--- config.mk ---
export PLATFORM = sky130hd
export DESIGN_NAME = vga_timing_gen
export DESIGN_NICKNAME = d
export VERILOG_FILES = /design/src/rtl/vga_timing_gen.sv
export SDC_FILE = /design/constraint.sdc
export NUM_CORES = 1
export LEC_CHECK = 0
export BUFFER_PORTS_ARGS = -buffer_cell sky130_fd_sc_hd__buf_2
export CAP_MARGIN = 20
export CORE_MARGIN = 10
export CORE_UTILIZATION = 45
export CTS_BUF_LIST = sky130_fd_sc_hd__clkbuf_8
export DETAILED_ROUTE_END_ITERATION = 7
export GPL_TIMING_DRIVEN = 0
export PLACE_DENSITY = 0.63
export SLEW_MARGIN = 40
export SYNTH_ARGS = -nofsm -noshare
export SYNTH_HDL_FRONTEND = slang
export SYNTH_SLANG_ARGS = --single-unit
export TNS_END_PERCENT = 1
--- constraint.sdc ---
create_clock -name clk -period 10.38 [get_ports clk]
set_clock_uncertainty 0.2 [all_clocks]
set_input_delay 0.519 -clock clk [delete_from_list [all_inputs] [get_ports clk]]
set_output_delay 0.519 -clock clk [all_outputs]
set_load 0.05 [all_outputs]
--- src/rtl/vga_timing_gen.sv ---
// Runtime-reconfigurable video timing generator: programmable H/V timing with
// frame-boundary shadowing, programmable sync polarity and pixel clock-enable.
module vga_timing_gen #(
  parameter int H_W      = 12,
  parameter int V_W      = 11,
  parameter int H_ACTIVE = 960,
  parameter int H_FP     = 48,
  parameter int H_SYNC   = 96,
  parameter int H_BP     = 144,
  parameter int V_ACTIVE = 540,
  parameter int V_FP     = 3,
  parameter int V_SYNC   = 5,
  parameter int V_BP     = 14,
  parameter bit HS_POL   = 1'b0,
  parameter bit VS_POL   = 1'b0
) (
  input  logic           clk,
  input  logic           rst,
  input  logic           pix_en,
  input  logic [H_W-1:0] cfg_h_active,
  input  logic [H_W-1:0] cfg_h_fp,
  input  logic [H_W-1:0] cfg_h_sync,
  input  logic [H_W-1:0] cfg_h_bp,
  input  logic [V_W-1:0] cfg_v_active,
  input  logic [V_W-1:0] cfg_v_fp,
  input  logic [V_W-1:0] cfg_v_sync,
  input  logic [V_W-1:0] cfg_v_bp,
  input  logic           cfg_hs_pol,
  input  logic           cfg_vs_pol,
  input  logic           cfg_load,
  output logic           cfg_pending,
  output logic           cfg_err,
  output logic [H_W-1:0] h_cnt,
  output logic [V_W-1:0] v_cnt,
  output logic           hsync,
  output logic           vsync,
  output logic           display_area,
  output logic [H_W-1:0] pixel_x,
  output logic [V_W-1:0] pixel_y,
  output logic           sof,
  output logic           eol
);

  typedef struct packed {
    logic [H_W-1:0] ha, hf, hs, hb;
    logic [V_W-1:0] va, vf, vs, vb;
    logic           hp, vp;
  } tcfg_t;

  localparam tcfg_t RST_CFG = '{
    ha: H_W'(H_ACTIVE), hf: H_W'(H_FP), hs: H_W'(H_SYNC), hb: H_W'(H_BP),
    va: V_W'(V_ACTIVE), vf: V_W'(V_FP), vs: V_W'(V_SYNC), vb: V_W'(V_BP),
    hp: HS_POL, vp: VS_POL
  };

  localparam logic [H_W+1:0] H_LIM = (H_W+2)'(1) << H_W;
  localparam logic [V_W+1:0] V_LIM = (V_W+2)'(1) << V_W;

  tcfg_t work, pend, cfg_in;

  logic [H_W+1:0] in_h_tot, h_tot, hs_beg, hs_end, hx;
  logic [V_W+1:0] in_v_tot, v_tot, vs_beg, vs_end, vx;
  logic           cfg_ok, load_ok, h_last, v_last, apply, h_in, v_in;

  always_comb begin
    cfg_in = '{
      ha: cfg_h_active, hf: cfg_h_fp, hs: cfg_h_sync, hb: cfg_h_bp,
      va: cfg_v_active, vf: cfg_v_fp, vs: cfg_v_sync, vb: cfg_v_bp,
      hp: cfg_hs_pol, vp: cfg_vs_pol
    };
    in_h_tot = (H_W+2)'(cfg_h_active) + (H_W+2)'(cfg_h_fp)
             + (H_W+2)'(cfg_h_sync) + (H_W+2)'(cfg_h_bp);
    in_v_tot = (V_W+2)'(cfg_v_active) + (V_W+2)'(cfg_v_fp)
             + (V_W+2)'(cfg_v_sync) + (V_W+2)'(cfg_v_bp);
    cfg_ok   = (|cfg_h_active) && (|cfg_v_active)
            && (in_h_tot <= H_LIM) && (in_v_tot <= V_LIM);
    load_ok  = cfg_load && cfg_ok;
  end

  // Timing decode from the working set; sums are wide enough to never wrap.
  always_comb begin
    hs_beg = (H_W+2)'(work.ha) + (H_W+2)'(work.hf);
    hs_end = hs_beg + (H_W+2)'(work.hs);
    h_tot  = hs_end + (H_W+2)'(work.hb);
    vs_beg = (V_W+2)'(work.va) + (V_W+2)'(work.vf);
    vs_end = vs_beg + (V_W+2)'(work.vs);
    v_tot  = vs_end + (V_W+2)'(work.vb);
    hx     = (H_W+2)'(h_cnt);
    vx     = (V_W+2)'(v_cnt);
    h_last = (hx == h_tot - 1'b1);
    v_last = (vx == v_tot - 1'b1);
    h_in   = (hx >= hs_beg) && (hx < hs_end);
    v_in   = (vx >= vs_beg) && (vx < vs_end);
    apply  = pix_en && h_last && v_last;
  end

  always_ff @(posedge clk) begin
    if (rst) begin
      work         <= RST_CFG;
      pend         <= RST_CFG;
      cfg_pending  <= 1'b0;
      cfg_err      <= 1'b0;
      h_cnt        <= '0;
      v_cnt        <= '0;
      hsync        <= ~RST_CFG.hp;
      vsync        <= ~RST_CFG.vp;
      display_area <= 1'b0;
      pixel_x      <= '0;
      pixel_y      <= '0;
      sof          <= 1'b0;
      eol          <= 1'b0;
    end else begin
      if (cfg_load) begin
        cfg_err <= ~cfg_ok;
        if (cfg_ok) pend <= cfg_in;
      end
      // pend always equals work when nothing is pending, so apply is unconditional
      if (apply) work <= load_ok ? cfg_in : pend;
      if (load_ok)    cfg_pending <= ~apply;
      else if (apply) cfg_pending <= 1'b0;

      if (pix_en) begin
        if (h_last) begin
          h_cnt <= '0;
          v_cnt <= v_last ? '0 : v_cnt + 1'b1;
        end else begin
          h_cnt <= h_cnt + 1'b1;
        end
        hsync        <= h_in ? work.hp : ~work.hp;
        vsync        <= v_in ? work.vp : ~work.vp;
        display_area <= (hx < (H_W+2)'(work.ha)) && (vx < (V_W+2)'(work.va));
        pixel_x      <= h_cnt;
        pixel_y      <= v_cnt;
        sof          <= (h_cnt == '0) && (v_cnt == '0);
        eol          <= h_last;
      end
    end
  end

endmodule

==> run_results.csv <==
group,metric,value,unit
outcome,status,"finished clean",
logic_synthesis,synth_top_area_share,0.303,
power,internal_power,1640,uW
routing,vias,13200,
logic_synthesis,synthArstFlopShare,0,
global_route,grt_pass1_vias,13100,
finish,nets,2269,
logic_synthesis,avgSynthCellArea,9.15,um2
power,p_per_area,132,nW/um2
clock_tree,cts_htree_levels,2,
setup_path,start_kind,"flop",
setup_path,cp_max_fo,10,
place,port-buffer-count,149,
global_route,antenna_found_initial,2,
logic_synthesis,synth_top_area_cell,"dfxtp_1",
sta,slew-limit-headroom,0.432,
power,p_comb_frac,0.235,
routing,avgRoutedWirePerCell,19.1,um
routing,ant_nets,0,
setup_path,max_stage_delay,510,ps
logic_synthesis,ys_warn_count,0,
place,placed_cells,2346,
clock_tree,cts_resized,0,
logic_synthesis,synth_cells,1740,
power,power_frac_clock,0.355,
logic_synthesis,yosysMostFrequentCell,"dfxtp_1",
place,detailed_place_hpwl,37900,um
sta,worst_hold_slack,45.5,ps
power,power.leakage,0.00866,uW
routing,drc,0,
sta,hold_violations,0,
floorplan,die_h,208,um
clock_tree,clk_pin_slew,60,ps
logic_synthesis,ys_seq_area_frac,0.303,
sta,slew_violations,0,
finish,drive_gt1_frac,0.130,
global_route,grt_pass1_wl,72500,um
floorplan,start_util,0.458,
clock_tree,insertion_delay,560,ps
finish,utilization,0.520,
clock_tree,clock-root-buffer,"clkbuf_8",
worst_hold_path,hold_class,"primary input to flop",
clock_tree,clk_path_buf_depth,3,
floorplan,rows,68,
sta,fin_crit_sh,0.691,
global_route,grt.overflow.total,0,
finish,seq_area,4820,um2
floorplan,io_pins,151,
logic_synthesis,ys_ff_latch,241,
logic_synthesis,yosys-top-cells-count,"dfxtp_1, nor2_1, ha_1",
power,switching_power,750,uW
finish,instances_no_fill,2419,
logic_synthesis,syn_nets,2076,
sta,worst_slew_pin_slew,852,ps
clock_tree,cts.sinks,241,
finish,multi_input_area,10200,um2
job,max_cap_viol_count,0,
finish,area_growth,13.5,%
finish,fill_cells,3308,
routing,drt_pass1_iterations,5,
sta,finalSetupViolations,0,
sta,fmax,0.139,GHz
logic_synthesis,ys_top_cells_by_area,"dfxtp_1, ha_1, mux2i_1",
logic_synthesis,synth_area,15900,um2
place,gp_congestion,0.929,
routing,initialDrtViolationCount,765,
routing,vias_per_cell,5.44,
setup_path,cp_slowest_cell,"or4_1",
power,ir_drop,0.0866,mV
setup_path,endpoint_kind,"flop",
clock_tree,tritoncts,"built",
setup_path,worstSetupPathType,"flop to flop",
clock_tree,post_cts_buffers,0,
routing,drt_wl_total,46100,um
floorplan,dieArea,43300,um2
global_route,grt.total_usage,0.206,
setup_path,crit_arrival,7440,ps
sta,rsz0062_at_grt,"false",
setup_path,worstPathRequired,10650,ps
power,sequentialPowerShare,0.409,
clock_tree,numCtsBuffers,40,
logic_synthesis,synthFlopType,"dfxtp_1",
logic_synthesis,synth_edf_count,0,
sta,layout_min_cycle_time,7170,ps
global_route,grt_max_degree,12,
clock_tree,ctsHoldBuffers,0,
power,switching_share,0.314,
logic_synthesis,yosysUniqueCellTypes,73,
sta,fin_setup_tns,0,ps
floorplan,dieWidth,208,um
floorplan,core_area,34700,um2
==> sequential cells by signal, summed over array words and instances, names as in the netlist <==
| name | count |
|---|---|
| pend | 94 |
| work | 94 |
| h_cnt | 12 |
| pixel_x | 12 |
| pixel_y | 11 |
| v_cnt | 11 |
| cfg_err | 1 |
| cfg_pending | 1 |
| display_area | 1 |
| eol | 1 |
| hsync | 1 |
| sof | 1 |
| vsync | 1 |
==> cell usage in the layout, fill, tap and decap left out, drive strengths merged, types with 11 or more instances in the layout <==
cell type | netlist | routed
o21bai | 13 | 13
a31oi | 11 | 11
buf | 28 | 179
nand2 | 73 | 73
a211oi | 82 | 82
nor3 | 27 | 27
mux2i | 119 | 119
nor2b | 13 | 13
nor2 | 229 | 229
nor4 | 20 | 20
nand4 | 11 | 11
and3 | 14 | 14
dfxtp | 241 | 241
a2bb2oi | 21 | 21
a21oi | 65 | 65
ha | 186 | 186
nand3 | 37 | 37
xor2 | 51 | 51
inv | 139 | 155
xnor2 | 56 | 56
clkbuf | 40 | 89
a21o | 38 | 38
nand2b | 14 | 14
o21ai | 33 | 33
o21a | 14 | 14
fa | 52 | 52
o2111ai | 14 | 14
==> layer usage <==
metal | up-vias | track usage | share of wire | routed length [um]
li1 | 6549 | - | - | -
met1 | 6211 | 0.285 | 0.49 | 22500
met2 | 337 | 0.324 | 0.44 | 20200
met3 | 56 | 0.0377 | 0.056 | 2560
met4 | 0 | 0.0521 | 0.020 | 909
met5 | - | 0 | 0 | 0
==> logic make-up after synthesis <==
family / synth area share
simple gates: 0.139
xor+xnor: 0.0603
compound gates: 0.156
flops: 0.303
fa+ha+maj: 0.212
buf+inv: 0.0538
mux: 0.0749
==> through the flow <==
step / setup slack (ps) / power (uW) / cell area [um2]
final: 3210 / 2390 / 18100
after global placement: 3000 / 1550 / 17200
after CTS: 3200 / 2400 / 18100
after global routing: 2520 / 2510 / 18100
after floorplan: 4080 / 1390 / 15900
after detailed placement: 3270 / 1550 / 17200
==> critical path: cells and delay by family (launching register included) <==
| kind | cells | cell delay, ps |
|---|---|---|
| AO/OA/AOI/OAI | 13 | 2280 |
| flip-flops | 1 | 370 |
| XOR/XNOR | 1 | 160 |
| AND/OR/NAND/NOR | 7 | 1680 |
| buffers and inverters | 3 | 760 |
| adder cells (fa/ha/maj) | 5 | 1620 |
==> path summary, 6_finish.rpt <==
check,start,endpoint,slack [ps],cells after the start
setup / recovery,work[35]$_SDFFE_PP0P_,work[46]$_SDFFE_PP0P_,3210,29
hold reg to reg,pend[24]$_SDFFE_PP1P_,pend[24]$_SDFFE_PP1P_,280,2
hold / removal,cfg_load,cfg_err$_SDFFE_PP0P_,50,2
setup reg to reg,work[35]$_SDFFE_PP0P_,work[46]$_SDFFE_PP0P_,3210,29
==> cell type report <==
| cell class | instances | share of cell area |
|---|---|---|
| antenna | 1 | 0.000139 |
| tap | 455 | 0.0315 |
| sequential | 241 | 0.267 |
| timing repair buffer | 151 | 0.0421 |
| clock inverter | 23 | 0.00755 |
| buffer | 68 | 0.0183 |
| inverter | 140 | 0.0291 |
| clock buffer | 49 | 0.0373 |
| multi-input combinational | 1291 | 0.567 |
==> power groups by stage <==
| stage | Clock [uW] | Combinational [uW] | Sequential (uW) |
|---|---|---|---|
| 2_1_floorplan | 0 | 383 | 1000 |
| 3_3_place_gp | 0 | 554 | 996 |
| 3_5_place_dp | 0 | 557 | 998 |
| 4_1_cts | 864 | 561 | 978 |
| 5_1_grt | 911 | 621 | 980 |
| 6_report | 849 | 563 | 978 |
No activity file was read; power rests on OpenSTA's default activity.
